===== src/rtl/scarv_soc_intc_pkg.sv =====
// Shared constants and types for the SCARV SoC external interrupt controller.
//
// Register offsets are relative to the controller base address, word aligned.
// The response-state type is used by the bus responder in scarv_soc_intc.

package scarv_soc_intc_pkg;

   localparam logic [3:0]  INTC_OFF_PENDING = 4'h0;
   localparam logic [3:0]  INTC_OFF_ENABLE  = 4'h4;
   localparam logic [3:0]  INTC_OFF_CLAIM   = 4'h8;
   localparam logic [3:0]  INTC_OFF_CTRL    = 4'hC;

   localparam logic [31:0] INTC_CLAIM_NONE  = 32'hFFFF_FFFF;

   typedef enum logic {
      RSP_IDLE = 1'b0,
      RSP_WAIT = 1'b1
   } rsp_state_e;

endpackage


===== src/rtl/scarv_soc_intc_prio.sv =====
// Lowest-index priority encoder for the interrupt controller.
//
// Ports:
//   active - in  - NUM_IRQ - masked pending sources
//   found  - out - 1       - at least one bit of active is set
//   index  - out - 5       - index of the lowest set bit (0 when none)

module scarv_soc_intc_prio #(
   parameter int NUM_IRQ = 8
) (
   input  logic [NUM_IRQ-1:0] active,
   output logic               found,
   output logic [4:0]         index
);

   // Scan from the top down so the lowest set bit is the last one written.
   always_comb begin
      found = 1'b0;
      index = 5'd0;
      for (int i = NUM_IRQ - 1; i >= 0; i--) begin
         if (active[i]) begin
            found = 1'b1;
            index = 5'(i);
         end
      end
   end

endmodule


===== src/rtl/scarv_soc_intc.sv =====
// SCARV SoC external interrupt controller.
//
// Latches and masks peripheral interrupt lines, drives the core complex
// external interrupt and its cause word, and exposes a 16-byte register
// window (PENDING, ENABLE, CLAIM, CTRL) on the core complex memory interface.
//
// Build option: define SCARV_SOC_INTC_EDGE_EN for rising-edge detection with
// sticky PENDING (cleared by write-1-to-clear or a CLAIM read). Without it,
// PENDING is a registered copy of irq.
//
// Ports:
//   f_clk         - in  - 1       - clock
//   g_resetn      - in  - 1       - asynchronous active-low reset
//   irq           - in  - NUM_IRQ - interrupt sources, active high
//   int_ext       - out - 1       - external interrupt to the core complex
//   int_ext_cause - out - 32      - winning source index while int_ext is high
//   memif_*       - core complex memory interface, responder side
//                   (req/wen/strb/addr/wdata/ack in; gnt/recv/error/rdata out)
//
// Response FSM:
//   state    | meaning
//   RSP_IDLE | no response outstanding
//   RSP_WAIT | response held on recv/rdata/error until acked

module scarv_soc_intc
   import scarv_soc_intc_pkg::*;
#(
   parameter logic [31:0] BASE    = 32'h1000_2000,
   parameter int          NUM_IRQ = 8
) (
   input  logic               f_clk,
   input  logic               g_resetn,
   input  logic [NUM_IRQ-1:0] irq,
   output logic               int_ext,
   output logic [31:0]        int_ext_cause,
   input  logic               memif_req,
   output logic               memif_gnt,
   input  logic               memif_wen,
   input  logic [3:0]         memif_strb,
   input  logic [31:0]        memif_addr,
   input  logic [31:0]        memif_wdata,
   output logic               memif_recv,
   input  logic               memif_ack,
   output logic               memif_error,
   output logic [31:0]        memif_rdata
);

   rsp_state_e         rsp_q, rsp_d;
   logic [31:0]        rdata_q, rdata_d;
   logic               error_q, error_d;
   logic [NUM_IRQ-1:0] pending_q, pending_d;
   logic [NUM_IRQ-1:0] enable_q, enable_d;
   logic               gen_q, gen_d;
   logic               int_ext_q, int_ext_d;
   logic [31:0]        cause_q, cause_d;

   logic               accept;
   logic [31:0]        offset;
   logic               addr_ok;
   logic [3:0]         reg_off;
   logic [31:0]        wmask;
   logic [31:0]        pend32, en32;
   logic [31:0]        enable_w;
   logic [31:0]        claim_val;
   logic [31:0]        rd_val;
   logic               wr_pending, wr_enable, wr_ctrl, rd_claim;
   logic [NUM_IRQ-1:0] active;
   logic               prio_found;
   logic [4:0]         prio_index;

   // Bus handshake and address decode. Subtracting BASE first lets a single
   // unsigned compare cover both ends of the window.
   assign memif_recv  = (rsp_q == RSP_WAIT);
   assign memif_gnt   = !memif_recv || memif_ack;
   assign memif_rdata = rdata_q;
   assign memif_error = error_q;
   assign accept      = memif_req && memif_gnt;

   assign offset  = memif_addr - BASE;
   assign addr_ok = (offset < 32'd16) && (memif_addr[1:0] == 2'b00);
   assign reg_off = offset[3:0];

   assign wr_pending = accept &&  memif_wen && addr_ok && (reg_off == INTC_OFF_PENDING);
   assign wr_enable  = accept &&  memif_wen && addr_ok && (reg_off == INTC_OFF_ENABLE);
   assign wr_ctrl    = accept &&  memif_wen && addr_ok && (reg_off == INTC_OFF_CTRL);
   assign rd_claim   = accept && !memif_wen && addr_ok && (reg_off == INTC_OFF_CLAIM);

   assign wmask = {{8{memif_strb[3]}}, {8{memif_strb[2]}},
                   {8{memif_strb[1]}}, {8{memif_strb[0]}}};

   always_comb begin
      pend32 = '0;
      en32   = '0;
      pend32[NUM_IRQ-1:0] = pending_q;
      en32[NUM_IRQ-1:0]   = enable_q;
   end

   assign enable_w = (en32 & ~wmask) | (memif_wdata & wmask);

   // One encoder serves both the CLAIM read and the registered cause.
   assign active = pending_q & enable_q;

   scarv_soc_intc_prio #(
      .NUM_IRQ (NUM_IRQ)
   ) u_prio (
      .active (active),
      .found  (prio_found),
      .index  (prio_index)
   );

   assign claim_val = prio_found ? {27'd0, prio_index} : INTC_CLAIM_NONE;

   always_comb begin
      rd_val = '0;
      if (addr_ok && !memif_wen) begin
         case (reg_off)
            INTC_OFF_PENDING: rd_val = pend32;
            INTC_OFF_ENABLE:  rd_val = en32;
            INTC_OFF_CLAIM:   rd_val = claim_val;
            INTC_OFF_CTRL:    rd_val = {31'd0, gen_q};
            default:          rd_val = '0;
         endcase
      end
   end

   always_comb begin
      rsp_d   = rsp_q;
      rdata_d = rdata_q;
      error_d = error_q;
      case (rsp_q)
         RSP_IDLE: begin
            if (accept) begin
               rsp_d   = RSP_WAIT;
               rdata_d = rd_val;
               error_d = !addr_ok;
            end
         end
         RSP_WAIT: begin
            // A new accept can only happen here when ack retires the old one.
            if (accept) begin
               rsp_d   = RSP_WAIT;
               rdata_d = rd_val;
               error_d = !addr_ok;
            end else if (memif_ack) begin
               rsp_d   = RSP_IDLE;
               rdata_d = '0;
               error_d = 1'b0;
            end
         end
         default: begin
            rsp_d   = RSP_IDLE;
            rdata_d = '0;
            error_d = 1'b0;
         end
      endcase
   end

   assign enable_d  = wr_enable ? enable_w[NUM_IRQ-1:0] : enable_q;
   assign gen_d     = (wr_ctrl && memif_strb[0]) ? memif_wdata[0] : gen_q;
   assign int_ext_d = gen_q && prio_found;
   assign cause_d   = int_ext_d ? claim_val : 32'd0;

`ifdef SCARV_SOC_INTC_EDGE_EN
   logic [NUM_IRQ-1:0] irq_prev_q;
   logic [NUM_IRQ-1:0] irq_rise;
   logic [NUM_IRQ-1:0] w1c_mask;
   logic [NUM_IRQ-1:0] claim_mask;
   logic [31:0]        w1c_w;
   logic               unused_ok;

   assign irq_rise = irq & ~irq_prev_q;
   assign w1c_w    = memif_wdata & wmask;
   assign w1c_mask = wr_pending ? w1c_w[NUM_IRQ-1:0] : '0;

   always_comb begin
      claim_mask = '0;
      for (int i = 0; i < NUM_IRQ; i++) begin
         claim_mask[i] = rd_claim && prio_found && (prio_index == 5'(i));
      end
   end

   // New edges are ORed in after the clears so a coincident set wins.
   assign pending_d = (pending_q & ~(w1c_mask | claim_mask)) | irq_rise;

   always_ff @(posedge f_clk or negedge g_resetn) begin
      if (!g_resetn) begin
         irq_prev_q <= '0;
      end else begin
         irq_prev_q <= irq;
      end
   end

   assign unused_ok = ^{enable_w, w1c_w};
`else
   logic unused_ok;

   // Level mode: PENDING writes and CLAIM side effects are accepted silently.
   assign pending_d = irq;
   assign unused_ok = ^{enable_w, wr_pending, rd_claim};
`endif

   always_ff @(posedge f_clk or negedge g_resetn) begin
      if (!g_resetn) begin
         rsp_q     <= RSP_IDLE;
         rdata_q   <= '0;
         error_q   <= 1'b0;
         pending_q <= '0;
         enable_q  <= '0;
         gen_q     <= 1'b0;
         int_ext_q <= 1'b0;
         cause_q   <= '0;
      end else begin
         rsp_q     <= rsp_d;
         rdata_q   <= rdata_d;
         error_q   <= error_d;
         pending_q <= pending_d;
         enable_q  <= enable_d;
         gen_q     <= gen_d;
         int_ext_q <= int_ext_d;
         cause_q   <= cause_d;
      end
   end

   assign int_ext       = int_ext_q;
   assign int_ext_cause = cause_q;

endmodule


===== config.mk =====
export PLATFORM = sky130hd
export DESIGN_NAME = scarv_soc_intc
export DESIGN_NICKNAME = d
export VERILOG_FILES = /design/src/rtl/scarv_soc_intc_pkg.sv /design/src/rtl/scarv_soc_intc_prio.sv /design/src/rtl/scarv_soc_intc.sv
export SDC_FILE = /design/constraint.sdc
export NUM_CORES = 1
export LEC_CHECK = 0
export ABC_AREA = 1
export CORE_ASPECT_RATIO = 1.25
export CORE_MARGIN = 8
export CORE_UTILIZATION = 39
export DETAILED_ROUTE_END_ITERATION = 12
export GPL_ROUTABILITY_DRIVEN = 0
export PLACE_DENSITY = 0.84
export SLEW_MARGIN = 30
export SYNTH_ARGS = -nofsm -noshare
export SYNTH_HDL_FRONTEND = slang
export SYNTH_SLANG_ARGS = --single-unit

===== constraint.sdc =====
create_clock -name f_clk -period 1.8 [get_ports f_clk]
set_input_delay 0.54 -clock f_clk [delete_from_list [all_inputs] [get_ports f_clk]]
set_output_delay 0.54 -clock f_clk [all_outputs]
set_load 0.05 [all_outputs]

Word-level counts from Yosys, hierarchy flattened

Index checks and enable logic that the tools add are counted.
Widths: inputs -> output; s select.

Register bits after elaboration: 84
Latch bits: 0
Bits in writable memories: 0
ROM bits: 0
Input port bits: 81
Output and inout bits: 68
Memories: 0

$add $sub $neg: 1
$mul: 0
Divide/modulo/power cells: 0
Magnitude comparators: 1
Equal/unequal tests: 5
Shifts and indexed selects: 0
Multiplexer cells: 32
Bitwise gates (word level): 6
Reduce and logical (&&, ||, !) cells: 16

Operators by type and width:

| cell                   | count |
|---|---|
| $mux 32                | 6 |
| $pmux 32 s4            | 1 |
| $pmux 32 s2            | 1 |
| $lt 32x5->1 const B    | 1 |
| $sub 32x29->32 const B | 1 |
| $and 8x8->8            | 3 |
| $mux 3                 | 8 |
| $mux 1                 | 14 |
| $logic_and 1x1->1      | 9 |
| $eq 4x4->1 const B     | 2 |
| $not 8->8              | 1 |
| $or 8x8->8             | 1 |
| $eq 4x3->1 const B     | 1 |
| $logic_not 4->1        | 1 |
| $pmux 1 s2             | 2 |
| $logic_not 1->1        | 3 |
| $ne 3x2->1 const B     | 1 |
| $logic_not 2->1        | 1 |
| $ne 2x2->1 const B     | 1 |
| $reduce_and 2->1       | 1 |
| $logic_or 1x1->1       | 1 |
| $not 1->1              | 1 |

Logic depth before layout (Yosys ltp)

Word-level depth: 14
Depth in mapped cells: 16

Modules after synthesis

Synthesis repeated with hierarchy kept, for this count alone.

Cells, all modules: 431
Area, all modules: 2912.8 um^2

By module, submodules not included:

| module              | times used | cells each | area each (um^2) | seq. area each (um^2) |
|---|---|---|---|---|
| scarv_soc_intc      | 1          | 406        | 2795.2           | 875.8 |
| scarv_soc_intc_prio | 1          | 25         | 117.6            | 0.0 |

Least setup slack after synthesis

OpenSTA, ideal clock, no wires.

Kind: input to register
From: input memif_addr[13]
To: register (tool-made name)
Setup time: 117 ps
Arrival time: 1935 ps
Data required time: 1683 ps
Slack: -252 ps
Stages on the path: 13
Buffers on the path: 0
Path through: inv_1 ha_1 nand2_2 nor2_4 nand2_1 nand2_1 nand3_1 nor2_1 nand3_1 nor2_4 nand3_2 nand2_1 nand2_1

RTL lines:

| what               | RTL line             | RTL |
|---|---|---|
| start: declaration | scarv_soc_intc.sv:40 | `input logic [31:0] memif_addr,` |

Worst setup path after layout

From: input memif_addr[15]
To: register gen_q

Word-level cells in the longest chain between the ends: 6

Ends and longest elaborated chain:

| what                            | RTL line              | RTL |
|---|---|---|
| $sub 32x29->32                  | scarv_soc_intc.sv:79  | `assign offset = memif_addr - BASE;` |
| $lt 32x5->1                     | scarv_soc_intc.sv:80  | `assign addr_ok = (offset < 32'd16) && (memif_addr[1:0] == 2'b00);` |
| $logic_and 1x1->1               | scarv_soc_intc.sv:80  |  |
| $logic_and 1x1->1 (2 in series) | scarv_soc_intc.sv:85  | `assign wr_ctrl = accept && memif_wen && addr_ok && (reg_off == INTC_OFF_CTRL);` |
| $logic_and 1x1->1               | scarv_soc_intc.sv:159 | `assign gen_d = (wr_ctrl && memif_strb[0]) ? memif_wdata[0] : gen_q;` |
| end signal: assignment          | scarv_soc_intc.sv:218 | `gen_q <= gen_d;` |
| end: declaration                | scarv_soc_intc.sv:53  | `logic gen_q, gen_d;` |

No other way between the ends.
A chain may end at the register's enable or synchronous reset.

==> results.sh <==
export IMPL_clk_path_buf_depth=2
export IMPL_rsz0062_at_grt="true"
export IMPL_overflow=0
export IMPL_yosysUniqueCellTypes=32
export IMPL_r2r_slack_ns=0
export IMPL_clock_skew_ns=0.00401
export IMPL_crit_arrival_ns=2.22
export IMPL_placed_cell_area_um2=4640
export IMPL_synth_area_leader_cell="dfrtp_1"
export IMPL_crit_chain="buf_2 > nor2_2 > nand2_4 > nor2_4 > nand2_1 > nand2_2 > nand3_2 > nor2_2 > nand3_2 > nor2_4 > buf_4 > nand4_1 > nand2_1 > inv_1"
export IMPL_die_x_um=89.9
export IMPL_rows=33
export IMPL_synth_edf_count=0
export IMPL_hpwl_um=7640
export IMPL_ys_seq_area_share_pct=31.0
export IMPL_grt_max_degree=34
export IMPL_leakage_nw=2.42
export IMPL_maxCapViolations=0
export IMPL_slowest_stage="nor2_4"
export IMPL_vias_per_cell=5.27
export IMPL_powerDensity_nw_per_um2=419
export IMPL_synthArstFlopShare_pct=100
export IMPL_cts_tree="done"
export IMPL_synth_area_um2=2660
export IMPL_cts_max_level=2
export IMPL_synth_main_ff_cell="dfrtp_1"
export IMPL_fin_area_um2=5070
export IMPL_finalHoldViolCount=0
export IMPL_p_total_mw=2.13
export IMPL_hold_path_class="reg2reg"
export IMPL_synth_nets=494
export IMPL_numCtsBuffers=5
export IMPL_firstDrtPassIters=5
export IMPL_die_area_um2=9740
export IMPL_grt_pass1_wl_um=16400
export IMPL_crit_required_ns=1.99
export IMPL_antenna_cells=0
export IMPL_cts_sinks=33
export IMPL_finalMaxSlewViolations=0
export IMPL_period_share_pct=113
export IMPL_finalCriticalPeriod_ns=2.03
export IMPL_pin_count=149
export IMPL_clk_pin_slew_ns=0.07
export IMPL_syn_avg_cell_area_um2=6.46
export IMPL_antenna_found_initial=0
export IMPL_critPathKind="in2reg"
export IMPL_slowest_delay_ns=0.20
export IMPL_final_layout_size_suffix_gt1_share_pct=42.8
export IMPL_drt_iter0_drc=268
export IMPL_die_h_um=108
export IMPL_setup_ws_ns=-0.230
export IMPL_wl_um=10800
export IMPL_setup_violations=19
export IMPL_worst_setup_path_end_kind="register"
export IMPL_synth_top_area_share_pct=31.0
export IMPL_areaGrowthSynthToFinish_pct=90.5
export IMPL_netlist_instances=412
export IMPL_fin_nets=628
export IMPL_start_kind="input pin"
export IMPL_ir_worst_vdd_mv=0.303
export IMPL_outcome="finished with violations"
export IMPL_hold_buffers=0
export IMPL_crit_fanout=6
export IMPL_design_core_area_um2=6610
export IMPL_finish_utilization_pct=76.8
export IMPL_insertion_delay_ns=0.29
export IMPL_pre_cts_slack_ns=-0.912
export IMPL_ant_nets=0
export IMPL_clk_root_buffer_cell="clkbuf_8"
export IMPL_routedWlPerCell_um=17.0
export IMPL_yosys_warnings=0
export IMPL_crit_family="simple AND/OR/NAND/NOR gates"
export IMPL_synth_area_top_cells="dfrtp_1 (31%), nand2_1 (20%), buf_4 (14%), nor2_1 (7.6%), inv_1 (6.1%)"
export IMPL_max_clock_freq_mhz=493
export IMPL_synth_seq_cells=33
export IMPL_violations="negative setup slack"
export IMPL_drc_errors=0
export IMPL_worst_path_buf_inv=3
export IMPL_port_buffers=121
export IMPL_grt_pass1_vias=3383
export IMPL_via_count=3342
export IMPL_start_util_pct=40.3
export IMPL_track_usage_pct=20.7
## worst reg2reg max path, delay by kind of cell, from the launching register on
| kind | cells | cell delay [ns] |
|---|---|---|
| simple gates | 7 | 0.94 |
| flops | 1 | 0.43 |
| compound gates | 1 | 0.23 |
| buf+inv | 1 | 0.14 |
## layout by cell type, fill, tap and decap left out, drive strengths merged, types with 4 or more instances in the layout
master and instances:
nand2 145, buf 135, nor2 62, inv 43
dfrtp 33, nand3 27, clkdlybuf4s50 24, nand4 15
dlygate4sd2 14, clkbuf 12, a31oi 4, a21oi 4
nor3 4
## routing by layer
layer	global-route usage, %	vias up	wire length (um)
met2	37.5	252	5340
met5	0	-	0
met1	21.6	1516	3920
li1	-	1508	-
met4	10.8	0	586
met3	5.82	66	942
## synth_stat cells, types with 2 or more instances
cell / number
nand4_1: 15
inv_1: 43
nand2_2: 3
a21oi_1: 4
nand2_1: 142
nor4_1: 2
o21ai_0: 2
nor2_2: 5
a31oi_1: 4
nor3_1: 3
nor2_4: 3
buf_4: 51
xor2_1: 3
dfrtp_1: 33
nand3b_1: 2
nand3_1: 26
clkinv_1: 2
and2_1: 2
nor2_1: 54
## worst paths after layout
check | startpoint | to | cells past startpoint
max | memif_addr[15] | gen_q$_DFFE_PN0P_ | 14
min | register | register | 2
max reg2reg | register | memif_rdata[3]$_DFFE_PN0P_ | 9
min reg2reg | register | register | 2
max in group asynchronous | g_resetn | int_ext_cause[30]$_DFF_PN0_ | 2
min in group asynchronous | g_resetn | asynchronous set/reset pin | 2
## timing repair
action,4_1_cts,5_1_grt
pin swaps,62,39
resized for setup,106,48
endpoints found under the setup margin,20,19
buffers inserted,10,4
## cells by family (layout without fill, tap and decap cells)
logic type / Yosys count / in the layout / synth area share, %
AOI/OAI and AO/OA: 15 / 15 / 3.43
xor gates and xnor gates: 4 / 4 / 1.32
adders and majority gates: 1 / 1 / 0.470
buffers and inverters: 98 / 233 / 21.3
DFF: 33 / 33 / 31.0
other: 1 / 1 / 0.141
and+or+nand+nor: 260 / 260 / 42.3
## power by group
| part | switching, mW | leakage [nW] | internal, mW | total [mW] |
|---|---|---|---|---|
| logic | 0.418 | 1.95 | 0.360 | 0.778 |
| registers | 0.0146 | 0.427 | 0.756 | 0.771 |
| clock network | 0.265 | 0.0455 | 0.311 | 0.576 |
| total | 0.698 | 2.42 | 1.43 | 2.13 |
## final cells by class
| cell class | instances | area, um^2 |
|---|---|---|
| Sequential cell | 33 | 828 |
| Inverter | 45 | 174 |
| Timing Repair Buffer | 180 | 2300 |
| Tap cell | 87 | 109 |
| Clock buffer | 8 | 90.1 |
| Multi-Input combinational cell | 281 | 1570 |
| Fill cell | 386 | 1540 |
## per-stage QoR
stage	hold slack, ns	instances	setup TNS (ns)
after floorplan	0.244	412	-3.06
final	0.511	634	-3.30
after global placement	0.486	612	-14.77
after CTS	0.502	630	-2.94
after global routing	0.547	634	-5.94
after detailed placement	0.490	612	-16.69
No activity file was read; power rests on OpenSTA's default activity.
